--- src/rtl/instr_decoder.sv ---
// rtl/instr_decoder.sv - MIPS-subset op/func decoder with one op/func pipeline register
// Optional macro DECODER_TNEW_EN builds the Tnew decode of the registered instruction.
module instr_decoder (
   input  logic       clk,
   input  logic       reset,
   input  logic       en,
   input  logic [5:0] op,
   input  logic [5:0] func,
   output logic       addu,
   output logic       subu,
   output logic       ori,
   output logic       lui,
   output logic       lw,
   output logic       sw,
   output logic       beq,
   output logic       j,
   output logic       jal,
   output logic       jr,
   output logic       undef,
   output logic       reg_write,
   output logic [1:0] reg_dst,
   output logic       alu_src,
   output logic [2:0] alu_ctr,
   output logic       ext_op,
   output logic       mem_write,
   output logic [1:0] mem_to_reg,
   output logic [1:0] npc_sel,
   output logic [5:0] op_q,
   output logic [5:0] func_q,
   output logic [1:0] tnew_q
);

   localparam logic [5:0] OP_RTYPE  = 6'b000000;
   localparam logic [5:0] OP_ORI    = 6'b001101;
   localparam logic [5:0] OP_LUI    = 6'b001111;
   localparam logic [5:0] OP_LW     = 6'b100011;
   localparam logic [5:0] OP_SW     = 6'b101011;
   localparam logic [5:0] OP_BEQ    = 6'b000100;
   localparam logic [5:0] OP_J      = 6'b000010;
   localparam logic [5:0] OP_JAL    = 6'b000011;
   localparam logic [5:0] FN_ADDU   = 6'b100001;
   localparam logic [5:0] FN_SUBU   = 6'b100011;
   localparam logic [5:0] FN_JR     = 6'b001000;

   logic r_type;

   // func is only meaningful for R-type, so every R-type flag is gated by r_type
   always_comb begin
      r_type = (op == OP_RTYPE);
      addu   = r_type && (func == FN_ADDU);
      subu   = r_type && (func == FN_SUBU);
      jr     = r_type && (func == FN_JR);
      ori    = (op == OP_ORI);
      lui    = (op == OP_LUI);
      lw     = (op == OP_LW);
      sw     = (op == OP_SW);
      beq    = (op == OP_BEQ);
      j      = (op == OP_J);
      jal    = (op == OP_JAL);
      undef  = !(addu || subu || ori || lui || lw || sw || beq || j || jal || jr);
   end

   always_comb begin
      reg_write  = addu | subu | ori | lui | lw | jal;
      reg_dst    = {jal, addu | subu};
      alu_src    = ori | lui | lw | sw;
      alu_ctr    = {1'b0, ori | lui, subu | lui};
      ext_op     = lw | sw | beq;
      mem_write  = sw;
      mem_to_reg = {jal, lw};
      npc_sel    = {j | jal | jr, beq | jr};
   end

   always_ff @(posedge clk) begin
      if (reset) begin
         op_q   <= 6'd0;
         func_q <= 6'd0;
      end else if (en) begin
         op_q   <= op;
         func_q <= func;
      end
   end

`ifdef DECODER_TNEW_EN
   logic alu_q;
   logic lw_q;

   always_comb begin
      alu_q = ((op_q == OP_RTYPE) && ((func_q == FN_ADDU) || (func_q == FN_SUBU)))
              || (op_q == OP_ORI) || (op_q == OP_LUI);
      lw_q  = (op_q == OP_LW);
      tnew_q = lw_q ? 2'b10 : (alu_q ? 2'b01 : 2'b00);
   end
`else
   assign tnew_q = 2'b00;
`endif

endmodule

--- config.mk ---
export PLATFORM = sky130hd
export DESIGN_NAME = instr_decoder
export DESIGN_NICKNAME = d
export VERILOG_FILES = /design/src/rtl/instr_decoder.sv
export SDC_FILE = /design/constraint.sdc
export NUM_CORES = 1
export LEC_CHECK = 0
export CAP_MARGIN = 25
export CORE_MARGIN = 8
export CORE_UTILIZATION = 34
export DETAILED_ROUTE_END_ITERATION = 10
export MAX_ROUTING_LAYER = met4
export PLACE_DENSITY = 0.81
export SYNTH_ARGS = -nofsm -noshare
export SYNTH_HDL_FRONTEND = slang
export SYNTH_SLANG_ARGS = --single-unit
--- constraint.sdc ---
create_clock -name clk -period 2.3 [get_ports clk]
set_clock_uncertainty 0.15 [all_clocks]
set_input_delay 0.575 -clock clk [delete_from_list [all_inputs] [get_ports clk]]
set_output_delay 0.575 -clock clk [all_outputs]
set_load 0.05 [all_outputs]
==> impl_metrics.env, run 1 <==
export IMPL_clk_path_buf_depth=2
export IMPL_clock_tree_root_cell="clkbuf_4"
export IMPL_ys_async_sr_fraction_pct=0
export IMPL_worstEpCategory="primary output"
export IMPL_synth_seq_cells=12
export IMPL_cts_sinks=12
export IMPL_htreeDepth=1
export IMPL_synth_avg_cell_area_um2=8.04
export IMPL_ys_warn_count=0
export IMPL_synthFlopType="dfxtp_1"
export IMPL_synth_distinct_cells=28
export IMPL_io_pins=53
export IMPL_dp_slack_ns=-0.594
export IMPL_numCtsBuffers=3
export IMPL_num_rows=17
export IMPL_failed_stage="5_1_grt"
export IMPL_dpl_hpwl_um=3080
export IMPL_error_line="[ERROR DPL-0033] detailed placement checks failed during check placement."
export IMPL_synth_edf_count=0
export IMPL_syn_inst=94
export IMPL_status="did not finish"
export IMPL_port_buffers=49
export IMPL_initial_utilization_pct=35.2
export IMPL_gp_congestion=0.892
export IMPL_grt_worst_endpoint="undef"
export IMPL_antenna_found_initial=0
export IMPL_grt_max_degree=13
export IMPL_die_h_um=63.1
export IMPL_ys_seq_area_share_pct=31.8
export IMPL_die_w_um=63.1
export IMPL_synth_area_um2=756
-- synthesized netlist by cell type, types with 2 or more instances --
cell type | n | area [um^2]
nor2_1 | 19 | 71.3
dfxtp_1 | 12 | 240
mux2i_1 | 12 | 120
buf_4 | 7 | 52.6
nor3_1 | 6 | 30.0
clkbuf_1 | 5 | 18.8
inv_1 | 3 | 11.3
nand2_1 | 3 | 11.3
a21oi_1 | 2 | 10.0
and3_1 | 2 | 12.5
and4b_1 | 2 | 20.0
nand3_1 | 2 | 10.0
nor2b_1 | 2 | 12.5
nor4_1 | 2 | 12.5
o21ai_0 | 2 | 10.0
-- kinds of logic after synthesis --
kind of cell,share of synthesized area (%)
AOI/OAI and AO/OA,8.61
buffers and inverters,11.6
DFF,31.8
muxes,15.9
other,0.496
and+or+nand+nor,31.6
-- repair_timing --
item | in CTS
buffers inserted | 5
pin swaps | 16
hold buffers | 0
resized for setup | 86
setup endpoints to repair | 23
-- stage by stage --
step / hold WS [ns] / util, % / cells / instance area (um^2)
after CTS: 0.360 / 92.2 / 198 / 1980
after global placement: 0.326 / 84.2 / 190 / 1810
after detailed placement: 0.337 / 84.2 / 190 / 1810
after floorplan: 0.497 / - / 96 / 953
==> run 2: changes to the inputs <==
Settings changed: CORE_UTILIZATION 34 to 20, MAX_ROUTING_LAYER met4 to default, PLACE_DENSITY 0.81 to default, PLACE_DENSITY_LB_ADDON from default to 0.15.
==> run 2 against run 1 <==
The flow now finishes, with violations (setup timing). Area after synthesis did not move. Synthesized cell count is the same.
==> impl_metrics.env, run 2 <==
export IMPL_hold_buffers=0
export IMPL_reg_top3="func_q: 6 flops, op_q: 6 flops"
export IMPL_grt_pass1_wl_um=5350
export IMPL_initial_utilization_pct=20.6
export IMPL_dr_wl_met3_um=151
export IMPL_yosys_top_cells_count="nor2_1 (19), dfxtp_1 (12), mux2i_1 (12)"
export IMPL_synth_top_area_share_pct=31.8
export IMPL_synth_compound_area_share_pct=8.61
export IMPL_diodes=0
export IMPL_synth_edf_count=0
export IMPL_drt_iter0_markers=18
export IMPL_fmax_mhz=405
export IMPL_muxShareOfSynthArea_pct=15.9
export IMPL_area_growth_pct=184
export IMPL_drive_gt1_share_pct=64.6
export IMPL_syn_inst=94
export IMPL_clock_tree_root_cell="clkbuf_8"
export IMPL_core_um2=3660
export IMPL_final_cell_area_um2=2150
export IMPL_power_mw=0.748
export IMPL_ys_top_cells_by_area="dfxtp_1 (32%), mux2i_1 (16%), nor2_1 (9.4%)"
export IMPL_drv_cap=0
export IMPL_arrival_ns=1.75
export IMPL_ant_nets=0
export IMPL_p_per_area_nw_per_um2=348
export IMPL_ir_worst_vdd_mv=0.316
export IMPL_port_buffers=49
export IMPL_wirelength_um=3280
export IMPL_violations="setup timing"
export IMPL_highest_layer="met4"
export IMPL_io_pins=53
export IMPL_first_pass_iters=4
export IMPL_synth_top_cell_by_area="dfxtp_1"
export IMPL_nNetsFinal=194
export IMPL_vias_per_cell=4.47
export IMPL_vias=1010
export IMPL_clk_path_buf_depth=2
export IMPL_clk_latency_ns=0.24
export IMPL_setup_worst_path_end_class="output pin"
export IMPL_cts_tree="built"
export IMPL_max_slew_margin_rel_pct=65.7
export IMPL_setup_viol=10
export IMPL_cpLargestDelayFamily="simple AND/OR/NAND/NOR gates"
export IMPL_synth_xor_area_share_pct=0
export IMPL_placed_cell_area_um2=1880
export IMPL_finalSetupTns_ns=-0.710
export IMPL_hp_class="reg2reg"
export IMPL_die_area_um2=6000
export IMPL_synthAdderAreaFrac_pct=0
export IMPL_drc=0
export IMPL_min_period_over_period_pct=107
export IMPL_rsz0062_at_grt="true"
export IMPL_gp_congestion=0.786
export IMPL_crit_buf_inv=2
export IMPL_wl_met2_um=1770
export IMPL_cp_data_required_time_ns=1.57
export IMPL_synth_seq_cells=12
export IMPL_crit_fanout=4
export IMPL_grt_pass1_vias=1078
export IMPL_leakagePower_nw=0.933
export IMPL_tightest_slew_ns=0.513
export IMPL_setup_ws_ns=-0.172
export IMPL_criticalPathCategory="in2out"
export IMPL_period_needed_ns=2.47
export IMPL_fillers=309
export IMPL_numCtsBuffers=3
export IMPL_ys_seq_area_share_pct=31.8
export IMPL_wl_per_cell_um=14.5
export IMPL_mostFrequentLayoutCell="buf_4"
export IMPL_die_h_um=77.5
export IMPL_dpl_hpwl_um=2620
export IMPL_antenna_found_initial=0
export IMPL_synth_top_family_by_area="simple AND/OR/NAND/NOR gates"
export IMPL_finalMaxSlewViolations=0
export IMPL_wl_met1_um=1290
export IMPL_globalRouteTotalUtil_pct=10.9
export IMPL_status="complete, but fails checks"
export IMPL_synth_most_common_cell="nor2_1"
export IMPL_mostFrequentLayoutCells="buf_4 (32), buf_12 (23), buf_6 (15), clkdlybuf4s50_1 (14), nor2_1 (13)"
export IMPL_htreeDepth=1
export IMPL_synth_avg_cell_area_um2=8.04
export IMPL_crit_path_top_delay_cell="or4b_4"
export IMPL_synthFlopType="dfxtp_1"
export IMPL_critPathLaunchType="primary input"
export IMPL_path_cells="buf_6 -> or4b_4 -> nor2b_4 -> o221a_4 -> buf_8"
export IMPL_cts_reportedPaths_clkPinSlew_ns=0.05
export IMPL_num_rows=22
export IMPL_cts_sinks=12
export IMPL_die_w_um=77.5
export IMPL_finalHoldViolations=0
export IMPL_ys_async_sr_fraction_pct=0
export IMPL_max_stage_delay_ns=0.56
export IMPL_ys_warn_count=0
export IMPL_synth_area_um2=756
export IMPL_synth_simple_area_share_pct=31.6
export IMPL_grt_max_degree=13
export IMPL_grt_overflow=0
export IMPL_synth_distinct_cells=28
-- run 2: cell counts after synthesis --
Identical to the previous run, type by type.
-- run 2: where the power goes --
part / switching, mW / internal, mW
clock network: 0.0749 / 0.151
logic: 0.161 / 0.134
registers: 0.00641 / 0.221
total: 0.242 / 0.506
-- run 2: metal layers --
metal	vias up	GRT usage, %
li1	483	-
met1	481	11.5
met2	40	19.7
met3	6	2.19
met4	0	6.42
met5	-	0
-- run 2: repair_timing --
action | 4_1_cts | 5_1_grt
hold endpoints to repair | 0 | 0
pin swaps | 13 | 14
endpoints found under the setup margin | 23 | 21
buffers inserted | 1 | 3
gates resized for setup | 86 | 18
-- run 2: final cells by class --
| type | count | area (um^2) | share of cell area (%) |
|---|---|---|---|
| sequential | 12 | 240 | 11.2 |
| tap | 48 | 60.1 | 2.79 |
| inverter | 3 | 15.0 | 0.698 |
| multi-input combinational | 68 | 684 | 31.8 |
| clock buffer | 4 | 55.1 | 2.56 |
| timing repair buffer | 91 | 1090 | 50.9 |
-- run 2: final timing paths --
check	from	endpoint	slack, ns	cells after the start
worst max-delay path	func[1]	undef	-0.17	5
worst min-delay path	func_q[1]	func_q[1]	0.35	2
worst max register to register	func_q[4]	func_q[4]	1.53	2
worst min register to register	func_q[1]	func_q[1]	0.35	2
-- run 2: cell families after synthesis --
group                  Yosys count
AO/OA/AOI/OAI                    9
buffers and inverters           16
flip-flops                      12
multiplexers                    12
other                            1
AND/OR/NAND/NOR                 44
-- run 2: per-stage QoR --
step / setup WS, ns / instances / hold slack (ns) / utilization (%)
6_report: -0.172 / 226 / 0.346 / 58.7
5_1_grt: -0.203 / 226 / 0.378 / 58.7
4_1_cts: -0.168 / 223 / 0.350 / 56.7
3_5_place_dp: -0.587 / 218 / 0.338 / 51.4
3_3_place_gp: -0.569 / 218 / 0.327 / 51.4
2_1_floorplan: -0.176 / 96 / 0.497 / -
-- run 2: worst register-to-register path, delay by kind of cell (launching register included) --
| family | cells | cell delay, ns |
|---|---|---|
| muxes | 1 | 0.12 |
| and+or+nand+nor | 1 | 0.06 |
| DFF | 1 | 0.31 |
No activity file was read; power rests on OpenSTA's default activity.
==> run 3: changes to the inputs <==
Settings changed: ABC_CLOCK_PERIOD_IN_PS from default to 2300, CTS_BUF_LIST from default to sky130_fd_sc_hd__clkbuf_16, TNS_END_PERCENT from default to 100.
==> run 3 against run 2 <==
The flow still finishes with violations (setup timing). Total power up 12%. Sequential power about the same. Worst setup slack unchanged. Core utilization up 0.65 points. Sequential share of layout area down 0.12 points. Final cell count unchanged. Non-clock buffer count unchanged. Clock-buffer cell count down 1. Die area unchanged. Register-to-register slack about the same. Hold slack worse by 0.0062 ns. Critical endpoint unchanged.
==> impl_metrics.env, run 3 (synthesis gave the netlist of run 2 again) <==
export IMPL_setup_viol=10
export IMPL_fmax_mhz=405
export IMPL_holdPathEnd="op_q[0]"
export IMPL_setup_ws_ns=-0.172
export IMPL_crit_fanout=4
export IMPL_setup_worst_path_end_class="output pin"
export IMPL_hold_buffers=0
export IMPL_ant_nets=0
export IMPL_first_pass_iters=4
export IMPL_diodes=0
export IMPL_clk_latency_ns=0.24
export IMPL_dpl_hpwl_um=2620
export IMPL_reg_top3="func_q: 6 flops, op_q: 6 flops"
export IMPL_clock_tree_root_cell="clkbuf_16"
export IMPL_critPathLaunchType="primary input"
export IMPL_arrival_ns=1.75
export IMPL_finalMaxSlewViolations=0
export IMPL_finalHoldViolations=0
export IMPL_fillers=306
export IMPL_drv_cap=0
export IMPL_clk_path_buf_depth=2
export IMPL_hp_class="reg2reg"
export IMPL_wl_per_cell_um=14.5
export IMPL_mostFrequentLayoutCell="buf_4"
export IMPL_dp_slack_ns=-0.587
export IMPL_vias_per_cell=4.49
export IMPL_htreeDepth=1
export IMPL_io_pins=53
export IMPL_status="complete, but fails checks"
export IMPL_nNetsFinal=194
export IMPL_cts_sinks=12
export IMPL_cts_reportedPaths_clkPinSlew_ns=0.04
export IMPL_num_rows=22
export IMPL_mostFrequentLayoutCells="buf_4 (32), buf_12 (23), buf_6 (15), clkdlybuf4s50_1 (14), nor2_1 (13)"
export IMPL_path_cells="buf_6 -> or4b_4 -> nor2b_4 -> o221a_4 -> buf_8"
export IMPL_ir_worst_vdd_mv=0.378
export IMPL_holdWs_ns=0.340
export IMPL_grt_pass1_wl_um=5350
export IMPL_min_period_over_period_pct=107
export IMPL_crit_buf_inv=2
export IMPL_cp_data_required_time_ns=1.57
export IMPL_tightest_slew_ns=0.513
export IMPL_antenna_found_initial=0
export IMPL_cts_tree="built"
export IMPL_area_growth_pct=188
export IMPL_max_stage_delay_ns=0.56
export IMPL_core_um2=3660
export IMPL_criticalPathCategory="in2out"
export IMPL_leakagePower_nw=0.942
export IMPL_r2r_start="func_q[4]"
export IMPL_gp_congestion=0.786
export IMPL_die_area_um2=6000
export IMPL_timing_rr_end="func_q[4]"
export IMPL_crit_path_top_delay_cell="or4b_4"
export IMPL_initial_utilization_pct=20.6
export IMPL_drc=0
export IMPL_vias=1014
export IMPL_drive_gt1_share_pct=64.0
export IMPL_grt_pass1_vias=1077
export IMPL_stdcell_count=226
export IMPL_period_needed_ns=2.47
export IMPL_placed_cells=218
export IMPL_rsz0062_at_grt="true"
export IMPL_rrSetupSlack_ns=1.53
export IMPL_wirelength_um=3280
export IMPL_grt_max_degree=13
export IMPL_whs_path_depth=2
export IMPL_cpLargestDelayFamily="simple AND/OR/NAND/NOR gates"
export IMPL_die_h_um=77.5
export IMPL_max_slew_margin_rel_pct=65.7
export IMPL_drt_iter0_markers=19
export IMPL_p_per_area_nw_per_um2=385
export IMPL_numCtsBuffers=3
export IMPL_violations="setup timing"
export IMPL_die_w_um=77.5
export IMPL_port_buffers=49
export IMPL_globalRouteTotalUtil_pct=10.9
export IMPL_hold_start="op_q[0]"
export IMPL_rr_worst_depth=2
export IMPL_grt_overflow=0
run 3: per-stage QoR:
stage	utilization (%)	instance area, um^2	total power [mW]	setup TNS, ns
after floorplan	-	953	0.379	-1.62
after global placement	51.4	1880	0.490	-10.95
after detailed placement	51.4	1880	0.494	-11.17
after CTS	57.3	2100	0.829	-0.663
after global routing	59.4	2170	0.869	-1.51
final	59.4	2170	0.837	-0.710
run 3: worst max path at each step:
stage | start | to | slack [ns] | depth (start not counted)
6_report | func[1] | undef | -0.17 | 5
5_1_grt | func[1] | npc_sel[0] | -0.20 | 5
4_1_cts | func[1] | undef | -0.17 | 5
3_5_place_dp | func[5] | undef | -0.59 | 5
3_3_place_gp | op[5] | subu | -0.57 | 7
2_1_floorplan | op[2] | alu_ctr[0] | -0.18 | 4
run 3: worst reg2reg max path: stages (launching register included):
cell and delay [ns]:
dfxtp_1 0.31, mux2i_1 0.12, nor2_1 0.06
run 3: per-layer routing:
metal / vias to the layer above / global-route usage (%) / part of all wire [%]
met5: - / 0 / 0
li1: 484 / - / -
met4: 0 / 6.42 / 2.4
met2: 41 / 19.7 / 54
met1: 483 / 11.5 / 39
met3: 6 / 2.19 / 4.7
run 3: final cells by class:
cell class,instances,area [um^2],share of cell area [%]
clock buffers,3,75.1,3.45
clock inverters,1,3.75,0.173
inverters,3,15.0,0.691
multi-input cells,68,684,31.5
flip-flops and latches,12,240,11.1
well taps,48,60.1,2.76
repair buffers,91,1090,50.4
run 3: what timing repair did:
item | 4_1_cts | 5_1_grt
endpoints found under the setup margin | 23 | 21
pin swaps | 13 | 14
cloned | 0 | 0
resized for setup | 86 | 18
setup buffers | 1 | 3
run 3: power breakdown:
part           internal, mW  leakage [nW]  switching, mW
logic                 0.134         0.805          0.161
clock network         0.228        0.0385         0.0860
registers             0.221        0.0991        0.00640
total                 0.584         0.942          0.253
==> run 4: changes to the inputs <==
Settings changed: GPL_TIMING_DRIVEN from default to 0, RECOVER_POWER from default to 25.
==> run 4 against run 3 <==
The run still ends with setup timing left. Combinational power down 21%. Clock power decreased by 3%. Via count down 15%. Sequential power about the same. Non-clock buffer count shrank 26. Core utilization down 15 points. Fmax grew 0.18%. Final cell count is 12% lower. Routed wire length fell by 20%. First-iteration DRC count is 5.3% lower. Register-to-register slack about the same. Critical endpoint unchanged.
==> impl_metrics.env, run 4 (synthesis gave the netlist of run 2 again) <==
export IMPL_grt_pass1_wl_um=4260
export IMPL_setup_worst_path_end_class="output pin"
export IMPL_cpLargestDelayFamily="simple AND/OR/NAND/NOR gates"
export IMPL_r2r_start="op_q[4]"
export IMPL_initial_utilization_pct=20.6
export IMPL_placed_cell_area_um2=1460
export IMPL_core_um2=3660
export IMPL_power_frac_clock_pct=39.9
export IMPL_min_period_over_period_pct=107
export IMPL_first_pass_iters=4
export IMPL_p_int_mw=0.538
export IMPL_final_cell_area_um2=1630
export IMPL_cp_data_required_time_ns=1.57
export IMPL_htreeDepth=1
export IMPL_drt_iter0_markers=18
export IMPL_critPathLaunchType="primary input"
export IMPL_port_buffers=45
export IMPL_drv_cap=0
export IMPL_nNetsFinal=168
export IMPL_p_per_area_nw_per_um2=472
export IMPL_diodes=0
export IMPL_worst_path_stages=5
export IMPL_fmax_mhz=405
export IMPL_setup_ws_ns=-0.167
export IMPL_die_h_um=77.5
export IMPL_max_slew_margin_rel_pct=52.8
export IMPL_status="complete, but fails checks"
export IMPL_wl_per_cell_um=13.2
export IMPL_period_needed_ns=2.47
export IMPL_cts_reportedPaths_clkPinSlew_ns=0.04
export IMPL_cp_startpoint="func[5]"
export IMPL_die_w_um=77.5
export IMPL_fillers=374
export IMPL_cts_sinks=12
export IMPL_leakagePower_nw=0.745
export IMPL_area_growth_pct=115
export IMPL_p_seq_share_pct=29.7
export IMPL_timing_rr_end="op_q[4]"
export IMPL_placed_cells=189
export IMPL_ir_worst_vdd_mv=0.300
export IMPL_hold_buffers=0
export IMPL_setup_viol=6
export IMPL_ant_nets=0
export IMPL_drive_gt1_share_pct=53.0
export IMPL_gp_congestion=0.690
export IMPL_finalHoldViolations=0
export IMPL_finalMaxSlewViolations=0
export IMPL_setup_worst_path_end="undef"
export IMPL_drc=0
export IMPL_mostFrequentLayoutCells="buf_4 (18), nor2_1 (14), clkdlybuf4s50_1 (13), mux2i_1 (12), dfxtp_1 (12)"
export IMPL_antenna_found_initial=0
export IMPL_grt_pass1_vias=873
export IMPL_crit_buf_inv=2
export IMPL_violations="setup timing"
export IMPL_pwr_share_comb_pct=30.5
export IMPL_reg_top3="func_q: 6 flops, op_q: 6 flops"
export IMPL_dpl_hpwl_um=2160
export IMPL_arrival_ns=1.74
export IMPL_stdcell_count=199
export IMPL_sw_frac_of_total_pct=29.9
export IMPL_cts_tree="built"
export IMPL_rrSetupSlack_ns=1.53
export IMPL_rsz0062_at_grt="true"
export IMPL_grt_max_degree=11
export IMPL_hp_class="reg2reg"
export IMPL_switchingPower_mw=0.229
export IMPL_clk_latency_ns=0.23
export IMPL_crit_path_top_delay_cell="or4b_4"
export IMPL_final_core_util_pct=44.5
export IMPL_wirelength_um=2640
export IMPL_rr_worst_depth=2
export IMPL_clk_path_buf_depth=2
export IMPL_clock_tree_root_cell="clkbuf_16"
export IMPL_die_area_um2=6000
export IMPL_numCtsBuffers=3
export IMPL_grt_overflow=0
export IMPL_tightest_slew_ns=0.708
export IMPL_vias=861
export IMPL_num_rows=22
export IMPL_hold_start="op_q[2]"
export IMPL_vias_per_cell=4.33
export IMPL_max_stage_delay_ns=0.56
export IMPL_path_cells="buf_6 -> or4b_4 -> nor2b_4 -> o221a_4 -> buf_8"
export IMPL_criticalPathCategory="in2out"
export IMPL_crit_fanout=4
export IMPL_mostFrequentLayoutCell="buf_4"
export IMPL_globalRouteTotalUtil_pct=8.65
export IMPL_io_pins=53
[run 4: cell types whose count changed in the layout (fill, tap and decap cells not counted), sizes merged]
cell	delta
buf	-35
clkbuf	+9
clkdlybuf4s50	-1
clkinv	-1
dlygate4sd3	+1
[run 4: routing by layer]
layer | GRT usage (%) | wire [um]
met5 | 0 | 0
met4 | 3.96 | 46
met3 | 3.69 | 233
met2 | 13.6 | 1230
met1 | 9.93 | 1120
[run 4: layout make-up]
| class | count | area [um^2] | area share (%) |
|---|---|---|---|
| well taps | 48 | 60.1 | 3.69 |
| multi-input cells | 68 | 627 | 38.5 |
| plain buffers | 13 | 133 | 8.15 |
| inverters | 3 | 15.0 | 0.922 |
| clock buffers | 3 | 75.1 | 4.61 |
| repair buffers | 52 | 478 | 29.4 |
| flip-flops and latches | 12 | 240 | 14.8 |
[run 4: power by group through the flow]
stage	Clock (mW)	Combinational (mW)	Sequential, mW
after floorplan	0	0.106	0.274
after global placement	0	0.220	0.231
after detailed placement	0	0.222	0.231
after CTS	0.310	0.234	0.228
after global routing	0.323	0.247	0.229
final	0.306	0.234	0.228
[run 4: worst min path at each step]
stage / endpoint / slack (ns) / cells after the start
global placement: func_q[5] / 0.33 / 2
global route: func_q[0] / 0.38 / 2
finish: op_q[2] / 0.34 / 2
CTS: op_q[2] / 0.35 / 2
floorplan: func_q[5] / 0.50 / 1
detailed placement: func_q[2] / 0.34 / 2
[run 4: per-stage QoR]
stage	worst slack [ns]	setup TNS (ns)	power, mW	hold WS (ns)
after floorplan	-0.176	-1.62	0.379	0.497
after global placement	-1.42	-27.11	0.450	0.326
after detailed placement	-1.43	-27.59	0.453	0.336
after CTS	-0.187	-0.635	0.772	0.349
after global routing	-0.195	-1.08	0.798	0.379
final	-0.167	-0.495	0.768	0.342
[run 4: worst min-delay path, cell delays in order, from the launching register on]
cell     delay, ns
dfxtp_1       0.32
mux2i_1       0.06
nor2_1        0.07
[run 4: timing repair]
item / CTS / global route
endpoints found under the setup margin: 23 / 20
gates resized for setup: 187 / 12
pin swaps: 6 / 3
setup buffers: 5 / 2
